==> src/rtl/meas_pkg.sv <==
`default_nettype none
// ============================================================================
//  Module   : meas_pkg
//  Purpose  : Shared types and defaults for the period-measurement requester
//             (FSM state encoding, result record, channel defaults).
//  Revision : 1.0 - initial release
// ============================================================================
package meas_pkg;

   // Default channel count and count width of the measurement controller.
   localparam int MEAS_NCH   = 5;
   localparam int MEAS_VAL_W = 32;
   localparam int MEAS_SEL_W = $clog2(MEAS_NCH);

   // Requester FSM states, explicit 3-bit encoding.
   typedef enum logic [2:0] {
      IDLE      = 3'd0,
      START     = 3'd1,
      WAIT_DONE = 3'd2,
      CAPTURE   = 3'd3,
      SCAN      = 3'd4,
      PRESENT   = 3'd5
   } meas_req_state_t;

   // One delivered result word; field widths follow the package defaults.
   typedef struct packed {
      logic [MEAS_VAL_W-1:0] count;
      logic [MEAS_SEL_W-1:0] sel;
      logic                  err;
      logic                  timeout;
   } meas_result_t;

endpackage : meas_pkg
`default_nettype wire

==> src/rtl/meas_timeout_ctr.sv <==
`default_nettype none
// ============================================================================
//  Module   : meas_timeout_ctr
//  Purpose  : Clear/enable down-counter for wait-for-response states. A clear
//             reloads TIMEOUT_CYCLES-1; expired_o is high in the cycle the
//             counter sits at zero while enabled, so an enabled wait that
//             starts right after a clear lasts exactly TIMEOUT_CYCLES cycles.
//  Revision : 1.0 - initial release
// ============================================================================
module meas_timeout_ctr #(
   parameter int TIMEOUT_CYCLES = 2**24
) (
   input  logic clk,
   input  logic rst_n,
   input  logic clr_i,
   input  logic en_i,
   output logic expired_o
);

   localparam int              CNT_W = (TIMEOUT_CYCLES > 1) ? $clog2(TIMEOUT_CYCLES) : 1;
   localparam logic [CNT_W-1:0] LOAD = CNT_W'(TIMEOUT_CYCLES - 1);

   logic [CNT_W-1:0] cnt_q;

   // Reload on clear, otherwise count down while enabled and stop at zero.
   always_ff @(posedge clk or negedge rst_n) begin
      if (!rst_n) begin
         cnt_q <= '0;
      end else if (clr_i) begin
         cnt_q <= LOAD;
      end else if (en_i && (cnt_q != '0)) begin
         cnt_q <= cnt_q - CNT_W'(1);
      end
   end

   assign expired_o = en_i && !clr_i && (cnt_q == '0);

endmodule : meas_timeout_ctr
`default_nettype wire

==> src/rtl/meas_requester.sv <==
`default_nettype none
// ============================================================================
//  Module   : meas_requester
//  Purpose  : Initiator of the period-measurement handshake. Pulses start to
//             the measurement controller, follows its busy line, captures all
//             channel counts, selects the lowest-index (best-resolution) valid
//             channel and offers one result word over valid/ready.
//  Options  : MEAS_AUTO_RESTART_EN - after each accepted result go straight
//             back to START for continuous measurement (trigger ignored).
//  Revision : 1.0 - initial release
// ============================================================================
module meas_requester
   import meas_pkg::*;
#(
   parameter int               NCH            = MEAS_NCH,
   parameter int               VAL_W          = MEAS_VAL_W,
   parameter logic [VAL_W-1:0] SAT_LIMIT      = 32'hFFFF_FFF0,
   parameter int               TIMEOUT_CYCLES = 2**24
) (
   input  logic                   clk,
   input  logic                   rst_n,
   input  logic                   trigger,
   output logic                   meas_start,
   input  logic                   meas_busy,
   input  logic [NCH*VAL_W-1:0]   meas_val,
   output logic                   res_valid,
   input  logic                   res_ready,
   output logic [VAL_W-1:0]       res_count,
   output logic [$clog2(NCH)-1:0] res_sel,
   output logic                   res_err,
   output logic                   res_timeout,
   output logic                   active
);

   localparam int SEL_W = $clog2(NCH);

   meas_req_state_t  state_q;
   logic [SEL_W-1:0] idx_q;
   logic [VAL_W-1:0] val_q [NCH];
   meas_result_t     res_q;
   logic             meas_start_q;
   logic             res_valid_q;
   logic             active_q;

   logic             in_wait;
   logic             tmo_clr;
   logic             tmo_expired;
   logic [VAL_W-1:0] cur_val;
   logic             cur_ok;

   // The timeout runs only in the two wait states. It is reloaded everywhere
   // else and on the START->WAIT_DONE edge, so every wait starts fresh.
   assign in_wait = (state_q == START) || (state_q == WAIT_DONE);
   assign tmo_clr = !in_wait || ((state_q == START) && meas_busy);

   meas_timeout_ctr #(
      .TIMEOUT_CYCLES (TIMEOUT_CYCLES)
   ) u_timeout (
      .clk       (clk),
      .rst_n     (rst_n),
      .clr_i     (tmo_clr),
      .en_i      (in_wait),
      .expired_o (tmo_expired)
   );

   // Channel under inspection during SCAN: non-zero and below saturation.
   assign cur_val = val_q[idx_q];
   assign cur_ok  = (cur_val != '0) && (cur_val < SAT_LIMIT);

   // Requester FSM with all outputs registered.
   always_ff @(posedge clk or negedge rst_n) begin
      if (!rst_n) begin
         state_q      <= IDLE;
         idx_q        <= '0;
         res_q        <= '0;
         meas_start_q <= 1'b0;
         res_valid_q  <= 1'b0;
         active_q     <= 1'b0;
         for (int i = 0; i < NCH; i++) begin
            val_q[i] <= '0;
         end
      end else begin
         case (state_q)
            IDLE: begin
               if (trigger) begin
                  state_q       <= START;
                  meas_start_q  <= 1'b1;
                  active_q      <= 1'b1;
                  res_q.err     <= 1'b0;
                  res_q.timeout <= 1'b0;
               end
            end

            START: begin
               // Busy wins over a coincident expiry: the controller did answer.
               if (meas_busy) begin
                  state_q      <= WAIT_DONE;
                  meas_start_q <= 1'b0;
               end else if (tmo_expired) begin
                  state_q       <= PRESENT;
                  meas_start_q  <= 1'b0;
                  res_valid_q   <= 1'b1;
                  res_q.count   <= '0;
                  res_q.sel     <= '0;
                  res_q.err     <= 1'b1;
                  res_q.timeout <= 1'b1;
               end
            end

            WAIT_DONE: begin
               // A single low cycle on busy is already taken as completion.
               if (!meas_busy) begin
                  state_q <= CAPTURE;
               end else if (tmo_expired) begin
                  state_q       <= PRESENT;
                  res_valid_q   <= 1'b1;
                  res_q.count   <= '0;
                  res_q.sel     <= '0;
                  res_q.err     <= 1'b1;
                  res_q.timeout <= 1'b1;
               end
            end

            CAPTURE: begin
               for (int i = 0; i < NCH; i++) begin
                  val_q[i] <= meas_val[i*VAL_W +: VAL_W];
               end
               idx_q   <= '0;
               state_q <= SCAN;
            end

            SCAN: begin
               // Lowest index is the fastest reference, so the first valid hit wins.
               if (cur_ok) begin
                  state_q     <= PRESENT;
                  res_valid_q <= 1'b1;
                  res_q.count <= cur_val;
                  res_q.sel   <= idx_q;
                  res_q.err   <= 1'b0;
               end else if (idx_q == SEL_W'(NCH - 1)) begin
                  state_q     <= PRESENT;
                  res_valid_q <= 1'b1;
                  res_q.count <= '0;
                  res_q.sel   <= '0;
                  res_q.err   <= 1'b1;
               end else begin
                  idx_q <= idx_q + SEL_W'(1);
               end
            end

            PRESENT: begin
               // Result fields are untouched here, so they hold until accepted.
               if (res_ready) begin
                  res_valid_q <= 1'b0;
`ifdef MEAS_AUTO_RESTART_EN
                  state_q       <= START;
                  meas_start_q  <= 1'b1;
                  res_q.err     <= 1'b0;
                  res_q.timeout <= 1'b0;
`else
                  state_q  <= IDLE;
                  active_q <= 1'b0;
`endif
               end
            end

            default: begin
               state_q      <= IDLE;
               meas_start_q <= 1'b0;
               res_valid_q  <= 1'b0;
               active_q     <= 1'b0;
            end
         endcase
      end
   end

   assign meas_start  = meas_start_q;
   assign res_valid   = res_valid_q;
   assign res_count   = res_q.count;
   assign res_sel     = res_q.sel;
   assign res_err     = res_q.err;
   assign res_timeout = res_q.timeout;
   assign active      = active_q;

endmodule : meas_requester
`default_nettype wire

==> config.mk <==
export PLATFORM = sky130hd
export DESIGN_NAME = meas_requester
export DESIGN_NICKNAME = d
export VERILOG_FILES = /design/src/rtl/meas_pkg.sv /design/src/rtl/meas_timeout_ctr.sv /design/src/rtl/meas_requester.sv
export SDC_FILE = /design/constraint.sdc
export NUM_CORES = 1
export LEC_CHECK = 0
export CAP_MARGIN = 20
export CORE_MARGIN = 2
export CORE_UTILIZATION = 50
export CTS_CLUSTER_SIZE = 10
export DETAILED_ROUTE_END_ITERATION = 12
export PLACE_DENSITY = 0.73
export SLEW_MARGIN = 20
export SYNTH_ARGS = -nofsm -noshare
export SYNTH_HDL_FRONTEND = slang
export SYNTH_SLANG_ARGS = --single-unit
==> constraint.sdc <==
create_clock -name clk -period 3.7 [get_ports clk]
set_clock_uncertainty 0.2 [all_clocks]
set_input_delay 0.74 -clock clk [delete_from_list [all_inputs] [get_ports clk]]
set_output_delay 0.74 -clock clk [all_outputs]
set_load 0.1 [all_outputs]
* After elaboration in Yosys (flattened, before gate mapping)
Index checks and enable logic that the tools add are counted.
Cells by class: add/sub/neg operators 2, magnitude comparators 2, equal/unequal tests 14, multiplexer cells 37, bitwise logic cells 4, reduce and logical (&&, ||, !) cells 29
Operator list (count):
- two-way mux 37 bit | 3
- one-hot mux 35 bit (3 select lines) | 1
- binary-select mux 32 bit (select 3 bit) | 1
- two-way mux 36 bit | 2
- two-way mux 32 bit | 2
- two-way mux 24 bit | 2
- less-than comparator 32 bit, second input constant | 1
- nonzero test 32 bit | 1
- two-way mux 3 bit | 9
- zero test 24 bit | 1
- nonzero test 24 bit | 1
- subtractor 24 x 1 -> 24 bit, second input constant | 1
- one-hot mux 3 bit (6 select lines) | 1
- inequality test 2 bit, second input constant | 6
- AND reduction 3 bit | 4
- AND reduction 5 bit | 2
- == test 3 bit, second input constant | 3
- two-way mux 1 bit | 9
- one-hot mux 1 bit (3 select lines) | 3
- AND reduction 4 bit | 2
- OR reduction 4 bit | 2
- == test 3 x 2 -> 1 bit, second input constant | 2
- inequality test 3 bit, second input constant | 2
- one-hot mux 3 bit (2 select lines) | 1
- other kinds (16) | 26
Word-level totals: bits in registers 230, output and inout bits 40

* Depth between registers and ports, before layout
Gate-level depths: netlist (run 1).
word-level depth 10, depth in mapped cells 14, mapped depth without buffers 10

* Hierarchy
From an unflattened synthesis (run 1), not the netlist that was laid out.
Unflattened totals: cells, all modules 925, area, all modules 11243.3 um2
By module, submodules not included:
- meas_requester | instances 1, cells an instance 758, area an instance 9655.5 um2
- meas_timeout_ctr | instances 1, cells an instance 167, area an instance 1587.8 um2

* Least setup slack after synthesis (run 1)
Ideal clock, no wire load.
path kind reg-to-reg, start reg idx_q[0], end reg res_q, in the netlist res_sel[0], setup time 0.087 ns, arrival time 2.678 ns, required time 3.413 ns, path slack 0.736 ns, cell stages (with the launch flop) 13, path buffers 5, cell sequence dfrtp_1 > buf_2 > buf_4 > buf_2 > mux2i_1 > o22ai_1 > nor4b_2 > nand4_1 > nor4b_2 > buf_4 > buf_4 > o211ai_1 > o211ai_1
On the way: word-level cells in the longest chain between the ends 8
RTL lines:
- start: declaration | line meas_requester.sv:38 | logic [SEL_W-1:0] idx_q;
- start signal: assignment | line meas_requester.sv:147 | idx_q <= idx_q + SEL_W'(1);
- NOT 3 -> 4 bit (implied by the code) | line meas_requester.sv:67 | assign cur_val = val_q[idx_q];
- binary-select mux 32 bit (select 3 bit) | line meas_requester.sv:67
- two-way mux 32 bit (implied by the code) (2 in a row) | line meas_requester.sv:67
- less-than comparator 32 bit or nonzero test 32 bit (tied branches) | line meas_requester.sv:68 | assign cur_ok = (cur_val != '0) && (cur_val < SAT_LIMIT);
- logical AND 1 bit | line meas_requester.sv:68
- inequality test 3 bit (no source line) or two-way mux 36 bit (tied branches)
- AND reduction 4 bit (no source line) or one-hot mux 35 bit (3 select lines) (tied branches)
- end: declaration | line meas_requester.sv:40 | meas_result_t res_q;
Several ways; a longest one is shown, not always the timed one. The select of a mux whose other input is x is not followed. A chain may end at the register's enable or synchronous reset.

* Final worst setup path (run 1)
start reg idx_q[2], end reg res_q, in the netlist res_err
On the way: word-level cells in the longest chain between the ends 8
RTL lines (line):
- NOT 3 -> 4 bit (implied by the code) | meas_requester.sv:67
- binary-select mux 32 bit (select 3 bit) | meas_requester.sv:67
- two-way mux 32 bit (implied by the code) (2 in a row) | meas_requester.sv:67
- less-than comparator 32 bit or nonzero test 32 bit (tied branches) | meas_requester.sv:68
- logical AND 1 bit | meas_requester.sv:68
- inequality test 3 bit (no source line) or two-way mux 36 bit (tied branches)
- AND reduction 5 bit (no source line) or one-hot mux 1 bit (4 select lines) (tied branches)
Several ways; a longest one is shown, not always the timed one. The select of a mux whose other input is x is not followed.

==> impl_metrics.tcl, run 1 <==
set metrics [dict create \
    status "finished with violations" \
    violations "hold timing" \
    drt_wl_total_um 31200 \
    synth_compound_area_share_pct 12.2 \
    setup_violations 0 \
    cts_htree_levels 1 \
    synth.cell_area_sq_mm 0.0112 \
    yosys_warnings 0 \
    clk_pin_slew_worst_paths_ns 0.06 \
    max_clock_freq_mhz 283 \
    holdCritPathClass "input pin to async pin" \
    synth-edff-count 0 \
    synthToLayoutAreaGrowth_pct 27.9 \
    swShare_pct 41.3 \
    nNetsFinal 1322 \
    die_h_um 153 \
    power.switching_uw 4970 \
    critPathLaunchType "register" \
    intPower_uw 7070 \
    max-slew-margin-rel_pct 32.9 \
    cp.arrival_ns 3.76 \
    layout_min_cycle_time_ns 3.54 \
    hold_buffers 0 \
    grt_max_degree 93 \
    p_clk_share_pct 19.4 \
    overflow 0 \
    grt_pass1_vias 8589 \
    antenna_found_initial 4 \
    critical-path-top-delay-family "compound AO/OA/AOI/OAI gates" \
    via_per_inst 5.89 \
    yosysUniqueCellTypes 65 \
    numCtsBuffers 27 \
    io_pins 205 \
    portBuffers 204 \
    coreArea_sq_mm 0.0219 \
    die_area_sq_mm 0.0235 \
    place_congestion 0.968 \
    timing.final.crit_share_pct 95.6 \
    drt_iter0_markers 656 \
    vias 8490 \
    syn_inst 951 \
    tns_ns 0 \
    slew_violations 0 \
    clock_path_buffers 3 \
    rsz0062_at_grt "false" \
    drv_cap 0 \
    syn_nets 1120 \
    num_rows 54 \
    crit_fanout 15 \
    syn_avg_cell_area_sq_um 11.7 \
    setup_ws_ns 0.163 \
    initial_core_util_pct 51.0 \
    grt_pass1_wl_um 49000 \
    synth-async-reset-ratio_pct 100 \
    p_per_area_mw_per_mm2 844 \
    place_hpwl_um 22900 \
    critPathMostFrequentCell "buf_4" \
    drt_pass1_iterations 5 \
    hold_viol 6 \
    cts_tree "done" \
    p_leak_uw 0.00565 \
    cpPeakStageDelay_ns 0.56 \
    die_x_um 153 \
    end_kind "register" \
    cp.required_ns 3.92 \
    worstSetupPathType "register to register" \
    yosysMostFrequentCell "dfrtp_1" \
    pre_cts_slack_ns 0.246 \
    ys_ff_latch 230 \
    worstMarginPinSlew_ns 0.998 \
    slowest_stage "dfrtp_2" \
    post_synth_fa_ha_maj_area_fraction_pct 0.449 \
    ctsRootBufferMaster "clkbuf_16" \
    clock-sinks 230 \
    pwr-share-comb_pct 43.4 \
    synth-simple-area-share_pct 9.11 \
    muxShareOfSynthArea_pct 21.8 \
    synth_top_family_by_area "multiplexers" \
    path_buf_inv 2 \
    synth_seq_area_share_pct 51.6 \
    drive_gt1_share_pct 26.1 \
    path_cells "buf_4 > mux2i_1 > o22ai_1 > a31oi_1 > nor2b_1 > nand4_1 > nor4b_4 > buf_4 > o21ai_1 > o221a_1" \
    synth_common_cells "dfrtp_1 (230), mux2_2 (171), o211ai_1 (74)" \
    netlist_top_cells_area "dfrtp_1 (52%), mux2_2 (17%), o211ai_1 (5.0%)" \
    grt_usage_pct 26.5 \
    peakVddDrop_uv 503 \
    synth_xor_area_share_pct 1.18 \
    ant_nets 0 \
    ys_dominant_reg_cell "dfrtp_1" \
    synth_top_area_share_pct 51.6 \
    synth_area_leader_cell "dfrtp_1" \
    route.detailed.wl_per_inst_um 21.7 \
    seqPwrFrac_pct 37.2 \
    drc 0 \
    clock_latency_ns 0.54 \
    hold_slack_ns -0.0122 \
]
==> layout by cell type, fill, tap and decap left out, types with 12 or more instances in the layout <==
master / netlist / final
a21oi_1: 40 / 39
buf_4: 16 / 67
clkbuf_16: 0 / 27
clkdlybuf4s50_1: 0 / 163
dfrtp_1: 230 / 227
inv_1: 15 / 15
mux2_2: 171 / 171
mux2i_1: 42 / 42
nand2_1: 66 / 66
nand3_1: 13 / 13
nor2_1: 42 / 42
nor3_1: 12 / 12
o211ai_1: 74 / 74
o21ai_0: 16 / 16
o22ai_1: 20 / 20
==> power by group through the flow <==
stage	logic, uW	registers, uW	clock network [uW]
2_1_floorplan	2520	5550	0
3_5_place_dp	5200	4510	0
6_report	5220	4480	2340
5_1_grt	5530	4620	2500
3_3_place_gp	5110	4470	0
4_1_cts	5230	4470	2390
==> cells by family (layout without fill, tap and decap cells) <==
group / after synthesis / in the layout
other cells: 0 / 2
flops: 230 / 230
fa+ha+maj: 4 / 4
buf+inv: 85 / 294
mux: 220 / 220
compound gates: 198 / 198
xor+xnor: 15 / 15
simple gates: 199 / 199
==> metal layers <==
metal | track usage (%) | up-vias | share of wire [%]
met5 | 0 | - | 0.083
met4 | 7.43 | 4 | 2.7
met3 | 6.38 | 55 | 8.1
met2 | 42.5 | 350 | 47
met1 | 36.2 | 4176 | 42
li1 | - | 3905 | -
==> final cells by class <==
type                    count  area [sq um]
fillers                  1735          7630
flip-flops and latches    230          5760
multi-input cells         636          5020
repair buffers            240          2320
clock buffers              35           736
well taps                 280           350
inverters                  18          67.6
clock inverters             1          8.76
diodes                      2          5.00
==> state kept, by name (all words and copies together) (netlist names) <==
register,count
idx_q,3
meas_start,1
res_valid,1
state_q,3
active,1
res_timeout,1
res_sel,3
u_timeout.cnt_q,24
res_err,1
res_count,32
val_q,160
==> worst paths after layout <==
path                            from  cells after the start  slack [ns]                 end
min in group clk           val_q[13]                      1        0.30           val_q[13]
max in group asynchronous      rst_n                      2        2.35           val_q[65]
hold / removal                 rst_n                      1       -0.01  u_timeout.cnt_q[9]
setup / recovery            idx_q[2]                     10        0.16             res_err
hold reg to reg            val_q[13]                      1        0.30           val_q[13]
setup reg to reg            idx_q[2]                     10        0.16             res_err
==> timing repair <==
item	4_1_cts	5_1_grt
setup endpoints to repair	0	6
gates resized for setup	0	2
buffers inserted	0	0
==> stage by stage <==
stage	hold WS (ns)	cell area (sq um)	instances	utilization, %	total power (uW)
final	-0.0122	14300	1442	65.2	12000
after CTS	0.0414	14300	1440	65.1	12100
after detailed placement	0.288	13500	1404	61.7	9710
after global routing	0.0659	14300	1440	65.1	12700
after floorplan	0.244	11200	951	-	8070
after global placement	0.284	13500	1404	61.7	9580
No activity file was read; power rests on OpenSTA's default activity.
==> run 2: changes to the inputs <==
--- a/config.mk
+++ b/config.mk
@@ -5,6 +5,7 @@
 export SDC_FILE = /design/constraint.sdc
 export NUM_CORES = 1
 export LEC_CHECK = 0
+export ABC_CLOCK_PERIOD_IN_PS = 3700
 export CAP_MARGIN = 20
 export CORE_MARGIN = 2
 export CORE_UTILIZATION = 50
==> results of run 2 <==
Final layout, timing and power as in run 1 (identical DEF).
